==> src/rtl/rfifo_fwft_out.sv <==
// Read-side FWFT output adapter for the dual-clock FIFO: credit-limited pop
// issue into a 3-entry register buffer presenting a valid/ready stream.
module rfifo_fwft_out #(
    parameter int unsigned DSIZE = 8
) (
    input  logic             rclk,
    input  logic             rrst_n,
    input  logic             rempty,
    output logic             rinc,
    input  logic [DSIZE-1:0] rdata,
    output logic             m_valid,
    input  logic             m_ready,
    output logic [DSIZE-1:0] m_data,
    output logic [1:0]       m_count
);

    localparam int unsigned DEPTH = 3;
    localparam int unsigned PTR_W = 2;
    localparam int unsigned OCC_W = 3;

    logic             init_done;
    logic             inflight;
    logic             valid_q;
    logic [1:0]       count;
    logic [PTR_W-1:0] head;
    logic [PTR_W-1:0] tail;
    logic [DSIZE-1:0] mem [DEPTH];

    logic             pop;
    logic             deq;
    logic [OCC_W-1:0] occupancy;
    logic [1:0]       count_next;
    logic [PTR_W-1:0] head_next;
    logic [PTR_W-1:0] tail_next;

    // Pop issue: words held plus the one in flight must leave room for another.
    always_comb begin
        occupancy = OCC_W'(count) + OCC_W'(inflight);
        rinc      = init_done & ~rempty & (occupancy < OCC_W'(DEPTH));
        pop       = rinc & ~rempty;
    end

    // Buffer bookkeeping; pointers wrap 2 -> 0.
    always_comb begin
        deq        = valid_q & m_ready;
        count_next = 2'(count + 2'(inflight) - 2'(deq));
        head_next  = head;
        tail_next  = tail;
        if (deq) begin
            head_next = (head == PTR_W'(DEPTH - 1)) ? '0 : PTR_W'(head + 1'b1);
        end
        if (inflight) begin
            tail_next = (tail == PTR_W'(DEPTH - 1)) ? '0 : PTR_W'(tail + 1'b1);
        end
    end

    always_ff @(posedge rclk or negedge rrst_n) begin
        if (!rrst_n) begin
            init_done <= 1'b0;
            inflight  <= 1'b0;
            valid_q   <= 1'b0;
            count     <= '0;
            head      <= '0;
            tail      <= '0;
            for (int i = 0; i < DEPTH; i++) begin
                mem[i] <= '0;
            end
        end else begin
            init_done <= 1'b1;
            inflight  <= pop;
            valid_q   <= (count_next != 2'd0);
            count     <= count_next;
            head      <= head_next;
            tail      <= tail_next;
            if (inflight) begin
                mem[tail] <= rdata;
            end
        end
    end

    // Head word comes straight from storage; no bypass from rdata.
    always_comb begin
        case (head)
            2'd0:    m_data = mem[0];
            2'd1:    m_data = mem[1];
            default: m_data = mem[2];
        endcase
    end

    assign m_valid = valid_q;
    assign m_count = count;

endmodule

==> config.mk <==
export PLATFORM = sky130hd
export DESIGN_NAME = rfifo_fwft_out
export DESIGN_NICKNAME = d
export VERILOG_FILES = /design/src/rtl/rfifo_fwft_out.sv
export SDC_FILE = /design/constraint.sdc
export NUM_CORES = 1
export LEC_CHECK = 0
export CORE_MARGIN = 3
export CORE_UTILIZATION = 56
export CTS_CLUSTER_SIZE = 40
export DETAILED_ROUTE_END_ITERATION = 16
export PLACE_DENSITY = 0.8
export SYNTH_ARGS = -nofsm -noshare
export SYNTH_HDL_FRONTEND = slang
export SYNTH_SLANG_ARGS = --single-unit
==> constraint.sdc <==
create_clock -name rclk -period 3.35 [get_ports rclk]
set_input_delay 1.005 -clock rclk [delete_from_list [all_inputs] [get_ports rclk]]
set_output_delay 1.005 -clock rclk [all_outputs]
set_load 0.02 [all_outputs]
==> impl_metrics.yaml, run 1 <==
run_status:
  status: "finished clean"
detailed_routing:
  routed_wl_mm: 2.62
  drc: 0
  dr.pass1.iters: 4
  ant_nets: 0
  first_iter_violations: 17
  wire_per_inst_um: 15.6
  drt-vias-per-instance: 5.31
  via_count: 892
synthesis:
  yosysWarnings: 0
  syn-instance-count: 111
  synth.top_cell.area_share_pct: 56.1
  ys_ff_latch: 33
  synthArstFlopShare_pct: 100
  ys_seq_area_share_pct: 56.1
  syn_nets: 127
  synth-edff-count: 0
  synth_top_cell_by_area: "dfrtp_1"
  syn-cell-area_sq_um: 1470
  synthFlopType: "dfrtp_1"
  synth.area.top_cells: "dfrtp_1 56%, mux2_2 20%, mux2i_1 6.1%"
  yosys-top-cells-count: "33 x dfrtp_1, 26 x mux2_2, 9 x mux2i_1, 9 x nand2_1, 9 x o21ai_0"
  ys_types: 18
  synth.most_common_cell: "dfrtp_1"
  synth.avg_cell_area_sq_um: 13.3
cells_and_area:
  drive_gt1_share_pct: 26.4
  fillers: 160
  diodes: 0
  area_growth_pct: 22.3
  fin_util_pct: 76.3
  fin_nets: 155
clock_tree:
  insertion_delay_ps: 320
  clk_pin_slew_ps: 90
  numClockSinks: 33
  clockRootBuffer: "clkbuf_4"
  cts_max_path_buffers: 2
  ctsHtreeMaxLevel: 2
  cts_tree: "yes"
  cts_setup_buffers: 0
  cts_made_buffers: 5
timing:
  worst_slack_ps: 271
  maxSlewHeadroom_pct: 62.2
  clock.fmax_mhz: 325
  rsz0062_at_grt: "false"
  post-route-period-util_pct: 91.9
  worstMarginPinSlew_ps: 567
  hold_violations: 0
  tns_ps: 0
  clock_skew_ps: 6.13
  setup_viol: 0
  post-route-min-period_ps: 3080
  final_max_slew_viol_count: 0
setup_path:
  setup.worst_path.start: "rempty"
  max_stage_delay_ps: 410
  crit_fanout: 2
  worstSetupStartpointType: "input pin"
  arrival_ps: 2070
  endpoint_kind: "output port"
  crit_slowest_cell: "clkdlybuf4s50_1"
  path_cells: "clkdlybuf4s50_1, a2111oi_0, dlygate4sd2_1"
  critPathCapture: "rinc"
  crit_type: "in -> out"
  reg2reg_to: "m_valid"
  cp_top_family: "buffers and inverters"
  reg2reg_from: "m_valid"
  r2r_slack_ps: 1770
  worst-path-buf-inv: 2
  cp.depth: 3
  required_ps: 2340
  r2r.worst_path.cells: 7
global_route:
  first_global_vias: 992
  grt_max_degree: 34
  overflow: 0
  grt_pass1_wl_mm: 4.72
  globalRouteTotalUtil_pct: 19.3
  antenna_found_initial: 0
pwr:
  switching_power_uw: 643
  total_leakage_power_uw: 0.000801
  switching_share_pct: 35.4
  intPower_uw: 1170
  vdd_drop_max_mv: 0.644
  clockPowerShare_pct: 13.7
  sequentialPowerShare_pct: 41.6
  powerDensity_nw_per_um2: 1010
  p_comb_share_pct: 44.7
floorplanning:
  rows: 17
  core_region_area_sq_um: 2360
  start_util_pct: 62.4
  die_w_um: 57.3
  dieArea_sq_um: 3280
  die_h_um: 57.3
  ios: 24
flow_run:
  cap_viol_max_count: 0
worst_hold_path:
  hold_path.class: "reg -> reg"
  min-delay-start: "mem[2]"
placed_design:
  place_ws_ps: -64.9
  post-dp-hpwl_mm: 1.83
  gp_congestion: 0.661
  io_buffers: 23
[logic make-up (layout without fill, tap and decap cells)]
| family | count (synthesis) | after routing | share of synthesized area (%) |
|---|---|---|---|
| AOI/OAI and AO/OA | 12 | 12 | 4.76 |
| and+or+nand+nor | 16 | 16 | 6.20 |
| xor gates and xnor gates | 2 | 2 | 1.19 |
| DFF | 33 | 33 | 56.1 |
| other | 1 | 1 | 0.255 |
| adders and majority gates | 4 | 4 | 3.40 |
| muxes | 35 | 35 | 26.0 |
| buffers and inverters | 8 | 37 | 2.12 |
[how the worst min path moves through the flow]
stage | to | cells past startpoint
6_report | mem[2] | 1
5_1_grt | mem[2] | 1
4_1_cts | mem[2] | 1
3_5_place_dp | mem[2] | 1
3_3_place_gp | mem[10] | 1
2_1_floorplan | mem[10] | 1
[state kept, by name, summed over array words and instances, names as in the netlist]
signal,flops
head,2
inflight,1
init_done,1
m_count,2
m_valid,1
mem,24
tail,2
[cells in the final DEF, fill, tap and decap left out]
| cell | count |
|---|---|
| nand3b_2 | 1 |
| dlygate4sd2_1 | 1 |
| clkdlybuf4s50_1 | 22 |
| mux2i_1 | 9 |
| clkinv_2 | 1 |
| nand2_1 | 9 |
| xnor2_1 | 2 |
| buf_4 | 1 |
| ha_1 | 4 |
| nor2b_1 | 2 |
| inv_1 | 5 |
| nor2_1 | 2 |
| mux2_2 | 26 |
| a2111oi_0 | 2 |
| clkbuf_4 | 5 |
| conb_1 | 1 |
| nand3b_1 | 1 |
| nor3b_4 | 1 |
| o21ai_0 | 9 |
| clkbuf_8 | 2 |
| dfrtp_1 | 33 |
| a21o_1 | 1 |
[worst reg2reg max path: cells and delay by family (launching register included)]
| family | cells | cell delay [ps] |
|---|---|---|
| fa+ha+maj | 2 | 430 |
| buf+inv | 2 | 100 |
| simple gates | 1 | 120 |
| xor+xnor | 1 | 260 |
| mux | 1 | 220 |
| flops | 1 | 390 |
[what timing repair did]
| item | 4_1_cts | 5_1_grt |
|---|---|---|
| hold buffers | 0 | 0 |
| gates resized for setup | 1 | 0 |
| setup endpoints to repair | 1 | 0 |
[metal layers]
metal,up-vias,GRT usage [%],wire length (um)
li1,442,-,-
met1,428,24.7,1190
met2,18,30.7,1310
met3,4,5.20,93
met4,0,8.94,37
met5,-,0,0
[power by group through the flow]
stage / Sequential (uW) / Combinational (uW) / Clock, uW
5_1_grt: 790 / 883 / 278
3_3_place_gp: 750 / 795 / 0
4_1_cts: 756 / 824 / 260
2_1_floorplan: 705 / 559 / 0
6_report: 755 / 811 / 249
3_5_place_dp: 766 / 821 / 0
[per-stage QoR]
stage	area [sq um]	total power [uW]	cells	hold slack, ps
6_report	1800	1820	168	510
5_1_grt	1800	1950	168	522
4_1_cts	1800	1840	168	515
3_5_place_dp	1730	1590	160	494
3_3_place_gp	1730	1540	160	486
2_1_floorplan	1470	1260	111	479
[layout make-up]
type / instances / area, sq um / share of cell area [%]
Tap cell: 28 / 35.0 / 1.94
Clock buffer: 7 / 65.1 / 3.61
Clock inverter: 1 / 5.00 / 0.278
Multi-Input combinational cell: 70 / 616 / 34.2
Sequential cell: 33 / 826 / 45.8
Inverter: 5 / 18.8 / 1.04
Timing Repair Buffer: 24 / 236 / 13.1
Note: power is estimated with default switching activity, not from simulation.
==> run 2, diff against run 1 <==
GPL_TIMING_DRIVEN = 0   (was default)
==> impl_metrics.yaml, run 2 (synthesis results as in run 1) <==
timing:
  post-route-period-util_pct: 92.3
  clock_skew_ps: 4.79
  post-route-min-period_ps: 3090
  final_max_slew_viol_count: 0
  rsz0062_at_grt: "false"
  worstMarginPinSlew_ps: 833
  maxSlewHeadroom_pct: 44.3
  setup_viol: 0
  hold_violations: 0
  clock.fmax_mhz: 323
placed_design:
  post-dp-hpwl_mm: 1.89
  gp_congestion: 0.663
  dp.cells: 163
  post_dp_cell_area_sq_um: 1770
  io_buffers: 23
floorplanning:
  rows: 17
  start_util_pct: 62.4
  core_region_area_sq_um: 2360
  ios: 24
  dieArea_sq_um: 3280
  die_h_um: 57.3
  die_w_um: 57.3
setup_path:
  worstSetupStartpointType: "input pin"
  required_ps: 2340
  arrival_ps: 2090
  crit_type: "in -> out"
  crit_fanout: 2
  endpoint_kind: "output port"
detailed_routing:
  ant_nets: 0
  dr.pass1.iters: 4
  routed_wl_mm: 2.67
  drc: 0
  drt-vias-per-instance: 5.55
  wire_per_inst_um: 15.7
  first_iter_violations: 22
  via_count: 944
clock_tree:
  cts_max_path_buffers: 2
  cts_setup_buffers: 0
  ctsHtreeMaxLevel: 2
  cts_made_buffers: 5
  insertion_delay_ps: 320
  cts_tree: "yes"
  numClockSinks: 33
  clockRootBuffer: "clkbuf_4"
  clk_pin_slew_ps: 100
cells_and_area:
  fin_nets: 157
  diodes: 0
  largest_register_ff_count: 24
  stdcell_area_sq_um: 1850
  layout_commonest_cell: "dfrtp_1"
  fin_cells: 170
  final_cell_mix: "33 x dfrtp_1, 26 x mux2_2, 22 x clkdlybuf4s50_1"
  drive_gt1_share_pct: 26.8
  area_growth_pct: 25.4
  largest-register: "mem"
pwr:
  powerDensity_nw_per_um2: 1020
  vdd_drop_max_mv: 0.668
  finalPower_uw: 1890
  total_leakage_power_uw: 0.000822
global_route:
  grt_pass1_wl_mm: 4.84
  first_global_vias: 1028
  globalRouteTotalUtil_pct: 20.2
  grt_max_degree: 18
  busiest_layer: "met2"
  use_met2_pct: 31.0
  met3_usage_pct: 6.79
  antenna_found_initial: 0
  grtUsageMet1_pct: 26.0
  overflow: 0
flow_run:
  cap_viol_max_count: 0
worst_hold_path:
  hold_path.class: "reg -> reg"
run_status:
  status: "finished clean"
## run 2: cell type report
| type | instances | area [sq um] |
|---|---|---|
| Sequential cell | 33 | 826 |
| Clock buffer | 7 | 55.1 |
| Timing Repair Buffer | 24 | 256 |
| Tap cell | 28 | 35.0 |
| Inverter | 5 | 18.8 |
| Multi-Input combinational cell | 70 | 616 |
| Clock inverter | 1 | 30.0 |
| Fill cell | 160 | 514 |
| Buffer | 2 | 10.0 |
## run 2: repair_timing
item                       CTS  global route
hold buffers                 0             0
setup endpoints to repair    1             8
resized for setup            1             2
## run 2: critical path, stage by stage
cell and delay [ps]:
clkdlybuf4s50_1 420, a2111oi_0 290, dlygate4sd2_1 380
## run 2: path summary, 6_finish.rpt
check,end,slack (ps),start,cells after the start
setup / recovery,rinc,260,rempty,3
min in group asynchronous,head[1],1150,rrst_n,1
hold / removal,mem[4],510,mem[4],1
setup reg to reg,m_valid,1750,m_valid,7
hold reg to reg,mem[4],510,mem[4],1
max in group asynchronous,mem[17],1640,rrst_n,2
## run 2: power by group
part | switching [uW] | internal (uW)
registers | 129 | 592
logic | 395 | 469
clock network | 127 | 178
total | 651 | 1240
## run 2: per-stage QoR
step	hold slack [ps]	setup WS, ps	setup TNS, ps	utilization (%)
5_1_grt	530	69.9	0	78.2
6_report	513	257	0	78.2
2_1_floorplan	479	244	0	-
3_3_place_gp	486	-1.94	-1.94	73.6
4_1_cts	516	50.3	0	78.3
3_5_place_dp	493	-108	-108	74.8
## run 2: per-layer routing
layer	routed length (um)	part of all wire [%]
met1	1150	43
met2	1360	51
met3	112	4.2
met4	38	1.4
met5	0	0
